`src/rtl/e1_rx_bd_ctrl.sv`:
```
// E1 RX buffer-descriptor controller: submit queue, one active descriptor to the
// RX block, completion queue back to the host, miss counter, overflow flag and flush.
module e1_rx_bd_ctrl #(
    parameter int MFW = 7,
    parameter int QL2 = 2,
    parameter int MCW = 16
) (
    input  logic           clk,
    input  logic           rst_n,
    input  logic [MFW-1:0] sub_mf,
    input  logic           sub_valid,
    output logic           sub_ready,
    output logic [MFW-1:0] cpl_mf,
    output logic [1:0]     cpl_crc_e,
    output logic           cpl_abort,
    output logic           cpl_valid,
    input  logic           cpl_ready,
    output logic [MFW-1:0] bd_mf,
    output logic           bd_valid,
    input  logic [1:0]     bd_crc_e,
    input  logic           bd_done,
    input  logic           bd_miss,
    input  logic           ctl_flush,
    output logic [MCW-1:0] stat_miss_cnt,
    input  logic           stat_miss_clr,
    output logic           stat_ovfl,
    input  logic           stat_ovfl_clr,
    output logic           stat_idle
);

    localparam int DEPTH = 1 << QL2;
    localparam int CW    = MFW + 3;

    typedef enum logic [1:0] {
        ST_IDLE   = 2'd0,
        ST_ACTIVE = 2'd1,
        ST_FLUSH  = 2'd2
    } state_t;

    state_t         r_state;
    state_t         w_state_nxt;
    logic [MFW-1:0] r_bd_mf;

    logic [MFW-1:0] r_sq_mem [DEPTH];
    logic [QL2:0]   r_sq_wp;
    logic [QL2:0]   r_sq_rp;
    logic [QL2:0]   w_sq_cnt;
    logic           w_sq_empty;
    logic           w_sq_full;
    logic           w_sq_push;
    logic           w_sq_pop;
    logic [MFW-1:0] w_sq_head;
    logic           w_load;

    logic [CW-1:0]  r_cq_mem [DEPTH];
    logic [QL2:0]   r_cq_wp;
    logic [QL2:0]   r_cq_rp;
    logic [QL2:0]   w_cq_cnt;
    logic           w_cq_empty;
    logic           w_cq_full;
    logic           w_cq_push;
    logic           w_cq_pop;
    logic           w_cq_drop;
    logic           w_cq_wr;
    logic [CW-1:0]  w_cq_din;
    logic [CW-1:0]  w_cq_head;

    logic [MCW-1:0] r_miss_cnt;
    logic           r_ovfl;

    assign w_sq_cnt   = r_sq_wp - r_sq_rp;
    assign w_sq_empty = (w_sq_cnt == (QL2+1)'(0));
    assign w_sq_full  = (w_sq_cnt == (QL2+1)'(DEPTH));
    assign w_sq_head  = r_sq_mem[r_sq_rp[QL2-1:0]];
    assign sub_ready  = ~w_sq_full & ~ctl_flush & (r_state != ST_FLUSH);
    assign w_sq_push  = sub_valid & sub_ready;

    assign w_cq_cnt   = r_cq_wp - r_cq_rp;
    assign w_cq_empty = (w_cq_cnt == (QL2+1)'(0));
    assign w_cq_full  = (w_cq_cnt == (QL2+1)'(DEPTH));
    assign w_cq_head  = r_cq_mem[r_cq_rp[QL2-1:0]];
    assign w_cq_pop   = ~w_cq_empty & cpl_ready;
    // A full queue only drops when the host is not popping in the same cycle.
    assign w_cq_drop  = w_cq_push & w_cq_full & ~w_cq_pop;
    assign w_cq_wr    = w_cq_push & ~w_cq_drop;

    assign cpl_valid  = ~w_cq_empty;
    assign {cpl_mf, cpl_crc_e, cpl_abort} = w_cq_empty ? {CW{1'b0}} : w_cq_head;

    assign bd_mf         = r_bd_mf;
    assign bd_valid      = (r_state == ST_ACTIVE);
    assign stat_idle     = ~bd_valid & w_sq_empty;
    assign stat_miss_cnt = r_miss_cnt;
    assign stat_ovfl     = r_ovfl;

    // Next-state, queue pops and completion generation.
    always_comb begin
        w_state_nxt = r_state;
        w_sq_pop    = 1'b0;
        w_load      = 1'b0;
        w_cq_push   = 1'b0;
        w_cq_din    = {CW{1'b0}};
        case (r_state)
            ST_IDLE: begin
                if (ctl_flush) begin
                    w_state_nxt = w_sq_empty ? ST_IDLE : ST_FLUSH;
                end else if (bd_miss && !w_sq_empty) begin
                    w_sq_pop    = 1'b1;
                    w_load      = 1'b1;
                    w_state_nxt = ST_ACTIVE;
                end else begin
                    w_state_nxt = ST_IDLE;
                end
            end
            ST_ACTIVE: begin
                if (ctl_flush) begin
                    // A coincident bd_done means the MF was fully written: report it normally.
                    w_cq_push   = 1'b1;
                    w_cq_din    = {r_bd_mf, (bd_done ? bd_crc_e : 2'b00), ~bd_done};
                    w_state_nxt = w_sq_empty ? ST_IDLE : ST_FLUSH;
                end else if (bd_done) begin
                    w_cq_push = 1'b1;
                    w_cq_din  = {r_bd_mf, bd_crc_e, 1'b0};
                    if (!w_sq_empty) begin
                        w_sq_pop    = 1'b1;
                        w_load      = 1'b1;
                        w_state_nxt = ST_ACTIVE;
                    end else begin
                        w_state_nxt = ST_IDLE;
                    end
                end else begin
                    w_state_nxt = ST_ACTIVE;
                end
            end
            ST_FLUSH: begin
                // Submits are blocked here, so a count of one means this is the last entry.
                if (!w_sq_empty) begin
                    w_sq_pop    = 1'b1;
                    w_cq_push   = 1'b1;
                    w_cq_din    = {w_sq_head, 2'b00, 1'b1};
                    w_state_nxt = (w_sq_cnt == (QL2+1)'(1)) ? ST_IDLE : ST_FLUSH;
                end else begin
                    w_state_nxt = ST_IDLE;
                end
            end
            default: begin
                w_state_nxt = ST_IDLE;
            end
        endcase
    end

    // State register and active descriptor.
    always_ff @(posedge clk or negedge rst_n) begin
        if (!rst_n) begin
            r_state <= ST_IDLE;
            r_bd_mf <= {MFW{1'b0}};
        end else begin
            r_state <= w_state_nxt;
            if (w_load) begin
                r_bd_mf <= w_sq_head;
            end
        end
    end

    // Submit queue storage and pointers.
    always_ff @(posedge clk or negedge rst_n) begin
        if (!rst_n) begin
            r_sq_wp <= (QL2+1)'(0);
            r_sq_rp <= (QL2+1)'(0);
            for (int i = 0; i < DEPTH; i++) begin
                r_sq_mem[i] <= {MFW{1'b0}};
            end
        end else begin
            if (w_sq_push) begin
                r_sq_mem[r_sq_wp[QL2-1:0]] <= sub_mf;
                r_sq_wp <= r_sq_wp + (QL2+1)'(1);
            end
            if (w_sq_pop) begin
                r_sq_rp <= r_sq_rp + (QL2+1)'(1);
            end
        end
    end

    // Completion queue storage and pointers.
    always_ff @(posedge clk or negedge rst_n) begin
        if (!rst_n) begin
            r_cq_wp <= (QL2+1)'(0);
            r_cq_rp <= (QL2+1)'(0);
            for (int i = 0; i < DEPTH; i++) begin
                r_cq_mem[i] <= {CW{1'b0}};
            end
        end else begin
            if (w_cq_wr) begin
                r_cq_mem[r_cq_wp[QL2-1:0]] <= w_cq_din;
                r_cq_wp <= r_cq_wp + (QL2+1)'(1);
            end
            if (w_cq_pop) begin
                r_cq_rp <= r_cq_rp + (QL2+1)'(1);
            end
        end
    end

    // Saturating miss counter; a clear with a coincident miss lands on one.
    always_ff @(posedge clk or negedge rst_n) begin
        if (!rst_n) begin
            r_miss_cnt <= {MCW{1'b0}};
        end else if (stat_miss_clr) begin
            r_miss_cnt <= bd_miss ? MCW'(1) : {MCW{1'b0}};
        end else if (bd_miss && (r_miss_cnt != {MCW{1'b1}})) begin
            r_miss_cnt <= r_miss_cnt + MCW'(1);
        end
    end

    // Sticky completion-overflow flag; setting beats clearing.
    always_ff @(posedge clk or negedge rst_n) begin
        if (!rst_n) begin
            r_ovfl <= 1'b0;
        end else if (w_cq_drop) begin
            r_ovfl <= 1'b1;
        end else if (stat_ovfl_clr) begin
            r_ovfl <= 1'b0;
        end
    end

endmodule
```
`config.mk`:
```
export PLATFORM = sky130hd
export DESIGN_NAME = e1_rx_bd_ctrl
export DESIGN_NICKNAME = d
export VERILOG_FILES = /design/src/rtl/e1_rx_bd_ctrl.sv
export SDC_FILE = /design/constraint.sdc
export NUM_CORES = 1
export LEC_CHECK = 0
export BUFFER_PORTS_ARGS = -buffer_cell sky130_fd_sc_hd__buf_2
export CAP_MARGIN = 20
export CORE_UTILIZATION = 59
export CTS_CLUSTER_SIZE = 30
export DETAILED_ROUTE_END_ITERATION = 7
export PLACE_DENSITY_LB_ADDON = 0.3
export RECOVER_POWER = 25
export SETUP_SLACK_MARGIN = 0.15
export SLEW_MARGIN = 20
export SYNTH_ARGS = -nofsm -noshare
export SYNTH_HDL_FRONTEND = slang
export SYNTH_SLANG_ARGS = --single-unit
```
`constraint.sdc`:
```
create_clock -name clk -period 3.6 [get_ports clk]
set_clock_uncertainty 0.15 [all_clocks]
set_input_delay 0.72 -clock clk [delete_from_list [all_inputs] [get_ports clk]]
set_output_delay 0.72 -clock clk [all_outputs]
set_load 0.02 [all_outputs]
```
==> results of run 1 <==
state kept, by name (all words and copies together), names as in the netlist:
signal and cells:
r_cq_rp 3, stat_miss_cnt 16, r_state 2, stat_ovfl 1, r_sq_wp 3, bd_mf 7, r_cq_wp 3, r_sq_mem 28
r_sq_rp 3, r_cq_mem 40
final cells by class:
type / count / area [um2] / area share (%)
Tap cell: 108 / 135 / 2.22
Clock inverter: 7 / 92.6 / 1.52
Multi-Input combinational cell: 274 / 2540 / 41.8
Timing Repair Buffer: 65 / 350 / 5.75
Sequential cell: 106 / 2650 / 43.6
Clock buffer: 9 / 124 / 2.03
Inverter: 51 / 191 / 3.14
cells in the final DEF (no fill, tap or decap), types with 2 or more instances in the layout:
cell type  count
a221oi_1       4
inv_1         51
and3_1         5
ha_1          18
or4_1          4
nor4_1         2
mux2_2        50
buf_2         54
xnor2_1        7
mux4_2        17
nand4_1        6
o211ai_1       4
a21oi_1       10
nor2b_1       19
mux2i_1       32
o31ai_1        3
buf_4         10
inv_6          3
a22oi_1       10
a31oi_1        3
nand2_1       13
o21ai_0        8
xor2_1         2
and2_1         6
nor3_1         4
and4_1         3
nor2_1        20
dfrtp_1      106
clkbuf_8       9
o21a_1         2
nand3_1        5
power by group through the flow:
stage                     clock network [mW]  logic [mW]  registers, mW
after floorplan                            0        1.75           1.85
after global placement                     0        2.24           1.88
after detailed placement                   0        2.32           1.91
after CTS                              0.799        2.33           1.88
after global routing                   0.841        2.55           1.94
final                                  0.780        2.33           1.88
kinds of logic after synthesis:
| family | Yosys count | share of synthesized area (%) |
|---|---|---|
| buf+inv | 72 | 5.26 |
| fa+ha+maj | 19 | 4.48 |
| xor+xnor | 12 | 2.47 |
| compound gates | 54 | 7.07 |
| simple gates | 88 | 8.60 |
| flops | 106 | 48.5 |
| mux | 101 | 23.6 |
per-stage QoR:
stage,util [%],hold WS [ns],setup slack (ns)
global route,68.8,0.384,0.207
global placement,66.3,0.321,0.732
detailed placement,66.3,0.331,0.660
finish,68.8,0.355,0.364
CTS,68.8,0.356,0.221
floorplan,-,0.274,0.733
layer usage:
metal  vias up  share of wire, %  track usage, %
li1       1708                 -               -
met1      1783                47            32.1
met2        65                49            38.5
met3        11               2.5            3.36
met4         0               1.3            7.35
met5         -                 0               0
critical path, delay by kind of cell (launching register included):
family	cells	cell delay (ns)
adders and majority gates	1	0.20
xor gates and xnor gates	1	0.23
DFF	1	0.71
and+or+nand+nor	3	0.40
buffers and inverters	3	0.45
repair_timing:
item                       4_1_cts  5_1_grt
resized for setup                0        1
setup endpoints to repair        0       11
hold buffers                     0        0
how the worst max path moves through the flow:
stage / to / slack (ns) / cells after the start
detailed placement: cpl_mf[5] / 0.66 / 8
global placement: cpl_mf[5] / 0.73 / 8
CTS: cpl_mf[5] / 0.22 / 8
floorplan: cpl_abort / 0.73 / 8
global route: cpl_mf[4] / 0.21 / 8
finish: cpl_mf[4] / 0.36 / 8
==> out/results.ini, run 1 <==
[cts]
postCtsSetupBuffers = 0
h-tree-depth = 3
cts_root_buf = clkbuf_8
cts-buffers-inserted = 9
worstSkewPairLatency_ns = 0.37
path_clk_slew_ns = 0.11
cts_tree = yes
cts.path.max_buffers = 2
clock-sinks = 106

[sta]
slew_headroom_pct = -37.7
rsz0062_at_grt = false
maxSlewViolCount = 87
setup_viol = 0
timing.final.crit_share_pct = 89.9
period_needed_ns = 3.24
worstMarginPinSlew_ns = 2.07
clock.fmax_mhz = 309
hold_viol = 0
setup_tns_ns = 0

[grt]
grt-ovfl-total = 0
grt_antenna_before_repair = 0
track_usage_pct = 23.3
grt_pass1_vias = 3575
grt_max_degree = 87
grt_pass1_wl_um = 17700

[critical_path]
regToRegStartpoint = r_sq_wp[0]
critPathKind = reg -> out
regToRegEndpoint = r_cq_mem[32]
arrival_ns = 2.37
crit_chain = inv_1 > ha_1 > nor2b_1 > xnor2_2 > nor2_1 > buf_4 > nor2b_1 > buf_2
cp-end-kind = output port
cp-start-kind = register
path_max_fanout = 13
rrSetupSlack_ns = 0.70
required_ns = 2.73
critPathLaunch = r_cq_rp[1]
r2r_cells = 8
slowest_delay_ns = 0.71
cpMostUsedCell = nor2b_1
crit_slowest_cell = dfrtp_1

[logic_synthesis]
syn_nets = 489
yosysUniqueCellTypes = 47
synthTopCellsByArea = dfrtp_1, mux2_2, mux4_2, mux2i_1, ha_1
synth_top_area_share_pct = 48.5
ys_seq_area_share_pct = 48.5
yosys.area.top_type = dfrtp_1
yosys_warnings = 0
synth.most_common_cell = dfrtp_1
synthFlopType = dfrtp_1
ys_top_cells_by_count = dfrtp_1, inv_1, mux2_2
synth-seq-cells = 106
syn_avg_cell_area_um2 = 12.1
async_flop_share_pct = 100
synth_edf_count = 0
netlist_area_mm2 = 0.00547
synthCells = 452

[pwr]
power.share.sequential_pct = 37.7
comb_power_share_pct = 46.6
swShare_pct = 39.3
p_int_mw = 3.03
power_density_mw_per_mm2 = 820
leakagePower_nw = 2.80
p_clk_share_pct = 15.6
p_sw_mw = 1.96
peakVddDrop_uv = 407
finalPower_mw = 4.99

[floorplanning]
start_util_pct = 61.8
pin_count = 56
coreArea_mm2 = 0.00885
die_h_um = 98.3
die_area_mm2 = 0.00966
num_rows = 34
die_x_um = 98.3

[worst_hold_path]
holdPathStages = 1
hold_class = reg -> reg
hp-start = r_cq_rp[2]
whs_endpoint = r_cq_rp[2]

[drt]
dr.first_iter.drc_count = 195
viasPerCell = 5.75
drt-pass1-iter-count = 7
ant_nets = 0
wire_per_inst_um = 16.8
drt_wl_total_um = 10400
num_vias = 3567
drc_errors = 0

[run]
cap_violations = 1

[final_layout]
antennaDiodeCount = 0
fill_cells = 673
syn2layout_area_growth_pct = 11.3
nNetsFinal = 544
final_cells = 620
drive_gt1_share_pct = 30.1
final_design_area_no_fill_mm2 = 0.00609

[status]
violations = capacitance limit, slew limit
status = finished with violations

[placement]
portBuffers = 55
post_dp_cell_area_mm2 = 0.00587
dpl.hpwl_um = 7450
placedCellCount = 604
globalplace.congestion = 0.850

Note: power is estimated with default switching activity, not from simulation.
==> run 2: changes to the inputs <==
--- a/config.mk
+++ b/config.mk
@@ -5,7 +5,7 @@
 export SDC_FILE = /design/constraint.sdc
 export NUM_CORES = 1
 export LEC_CHECK = 0
-export BUFFER_PORTS_ARGS = -buffer_cell sky130_fd_sc_hd__buf_2
+export BUFFER_PORTS_ARGS = -buffer_cell sky130_fd_sc_hd__buf_4
 export CAP_MARGIN = 20
 export CORE_UTILIZATION = 59
 export CTS_CLUSTER_SIZE = 30
==> run 2 against run 1 <==
Die area unchanged. Global-route usage grew 1.3 points. Via count is essentially flat. Worst hold slack got worse by 0.012 ns. Flip-flop and latch count unchanged. Core utilization up 1.7 points. Clock power increased by 8.2%. Critical path depth did not move. Non-clock buffer count stayed put. Critical endpoint is now cpl_mf[2]. The flow now finishes without violations. Sequential share of layout area decreased by 1.0 points.
==> out/results.ini, run 2 (synthesis results as in run 1) <==
[critical_path]
regToRegEndpoint = r_cq_mem[21]
path_max_fanout = 13
crit_chain = inv_1 > ha_1 > nor2b_1 > xnor2_2 > nor2_1 > buf_4 > nor2b_1 > buf_4
cp-end-kind = output port
arrival_ns = 2.43
critPathKind = reg -> out
rrSetupSlack_ns = 0.75
regToRegStartpoint = r_sq_wp[0]
cp_num_buf_inv = 3
crit_slowest_cell = dfrtp_1
r2r_cells = 8
critical_path.top_delay_family = flip-flops
slowest_delay_ns = 0.74
required_ns = 2.73
cp-start-kind = register

[final_layout]
drive_gt1_share_pct = 30.1
multi_input_area_mm2 = 0.00254
seq_area_mm2 = 0.00265
layout_commonest_cell = dfrtp_1
nNetsFinal = 544
fill_cells = 671
syn2layout_area_growth_pct = 14.0
largest_reg_flops = 40
largest-register = r_cq_mem
most-common-layout-cells = dfrtp_1, buf_4, inv_1
antennaDiodeCount = 0
final_cells = 620

[pwr]
peakVddDrop_uv = 424
power.share.sequential_pct = 36.7
power_density_mw_per_mm2 = 828
swShare_pct = 38.6
leakagePower_nw = 2.83
p_clk_share_pct = 16.3
p_sw_mw = 1.99
p_int_mw = 3.17
finalPower_mw = 5.16
comb_power_share_pct = 46.9

[floorplanning]
start_util_pct = 61.8
coreArea_mm2 = 0.00885
die_h_um = 98.3
die_x_um = 98.3
pin_count = 56
die_area_mm2 = 0.00966
num_rows = 34

[drt]
drt_wl_total_um = 11000
wire_per_inst_um = 17.7
drc_errors = 0
ant_nets = 0
num_vias = 3564
viasPerCell = 5.75
drt-pass1-iter-count = 6
dr.first_iter.drc_count = 150

[sta]
clock.fmax_mhz = 303
hold_viol = 0
maxSlewViolCount = 0
setup_tns_ns = 0
worst_slack_ns = 0.305
setup_viol = 0
slew_headroom_pct = 9.34
rsz0062_at_grt = false
period_needed_ns = 3.30
worstMarginPinSlew_ns = 1.36
fin_worst_hold_slack_ns = 0.343
timing.final.crit_share_pct = 91.5

[cts]
h-tree-depth = 3
cts-buffers-inserted = 9
path_clk_slew_ns = 0.10
clock-sinks = 106
worstSkewPairLatency_ns = 0.37
cts.path.max_buffers = 2
cts_root_buf = clkbuf_8
cts_tree = yes

[worst_hold_path]
holdPathStages = 1
hold_class = reg -> reg
hp-start = r_cq_mem[2]
whs_endpoint = r_cq_mem[2]

[run]
cap_violations = 0

[grt]
grt_pass1_wl_um = 18300
grt_max_degree = 56
grt_pass1_vias = 3729
track_usage_pct = 24.5
grt-ovfl-total = 0
grt_antenna_before_repair = 0

[status]
status = finished clean

[placement]
dpl.hpwl_um = 7770
placedCellCount = 604
globalplace.congestion = 0.857
portBuffers = 55
pre_cts_slack_ns = 0.625

-- run 2: layout make-up --
type	instances	share of cell area, %
clock buffer	9	1.99
clock inverter	7	1.74
inverter	51	3.07
multi-input combinational	274	40.8
sequential	106	42.5
tap	108	2.17
timing repair buffer	65	7.74
-- run 2: worst max path at each step --
stage	from	end	slack [ns]	cells past startpoint
floorplan	r_cq_rp[1]	cpl_abort	0.73	8
global placement	r_cq_rp[1]	cpl_mf[5]	0.71	8
detailed placement	r_cq_rp[1]	cpl_mf[5]	0.63	8
CTS	r_cq_rp[1]	cpl_mf[5]	0.19	8
global route	r_cq_rp[1]	cpl_crc_e[0]	0.15	8
finish	r_cq_rp[1]	cpl_mf[2]	0.30	8
-- run 2: stage by stage --
| step | area (um2) | utilization [%] |
|---|---|---|
| 6_report | 6240 | 70.5 |
| 5_1_grt | 6240 | 70.5 |
| 4_1_cts | 6250 | 70.6 |
| 3_5_place_dp | 6020 | 68.0 |
| 3_3_place_gp | 6020 | 68.0 |
| 2_1_floorplan | 5470 | - |
-- run 2: worst register-to-register path: stages, from the launching register on --
cell      delay, ns
dfrtp_1        0.39
inv_1          0.11
ha_1           0.22
fa_1           0.65
nand2_1        0.14
o21ai_1        0.39
a221oi_1       0.17
buf_4          0.23
mux2_2         0.29
-- run 2: power groups by stage --
stage | sequential, mW | combinational [mW] | clock (mW)
floorplan | 1.85 | 1.75 | 0
global placement | 1.88 | 2.33 | 0
detailed placement | 1.92 | 2.42 | 0
CTS | 1.90 | 2.43 | 0.860
global route | 1.95 | 2.65 | 0.898
finish | 1.90 | 2.42 | 0.844
-- run 2: layer usage --
| layer | vias up | GRT usage, % | share of wire [%] |
|---|---|---|---|
| met4 | 0 | 7.12 | 1.2 |
| met3 | 13 | 3.87 | 2.7 |
| li1 | 1700 | - | - |
| met1 | 1796 | 31.4 | 43 |
| met5 | - | 0 | 0 |
| met2 | 55 | 43.4 | 53 |
-- run 2: repair_timing --
item | in CTS | in global routing
hold buffers | 0 | 0
setup endpoints to repair | 0 | 11
buffers inserted | 0 | 0
gates resized for setup | 0 | 1
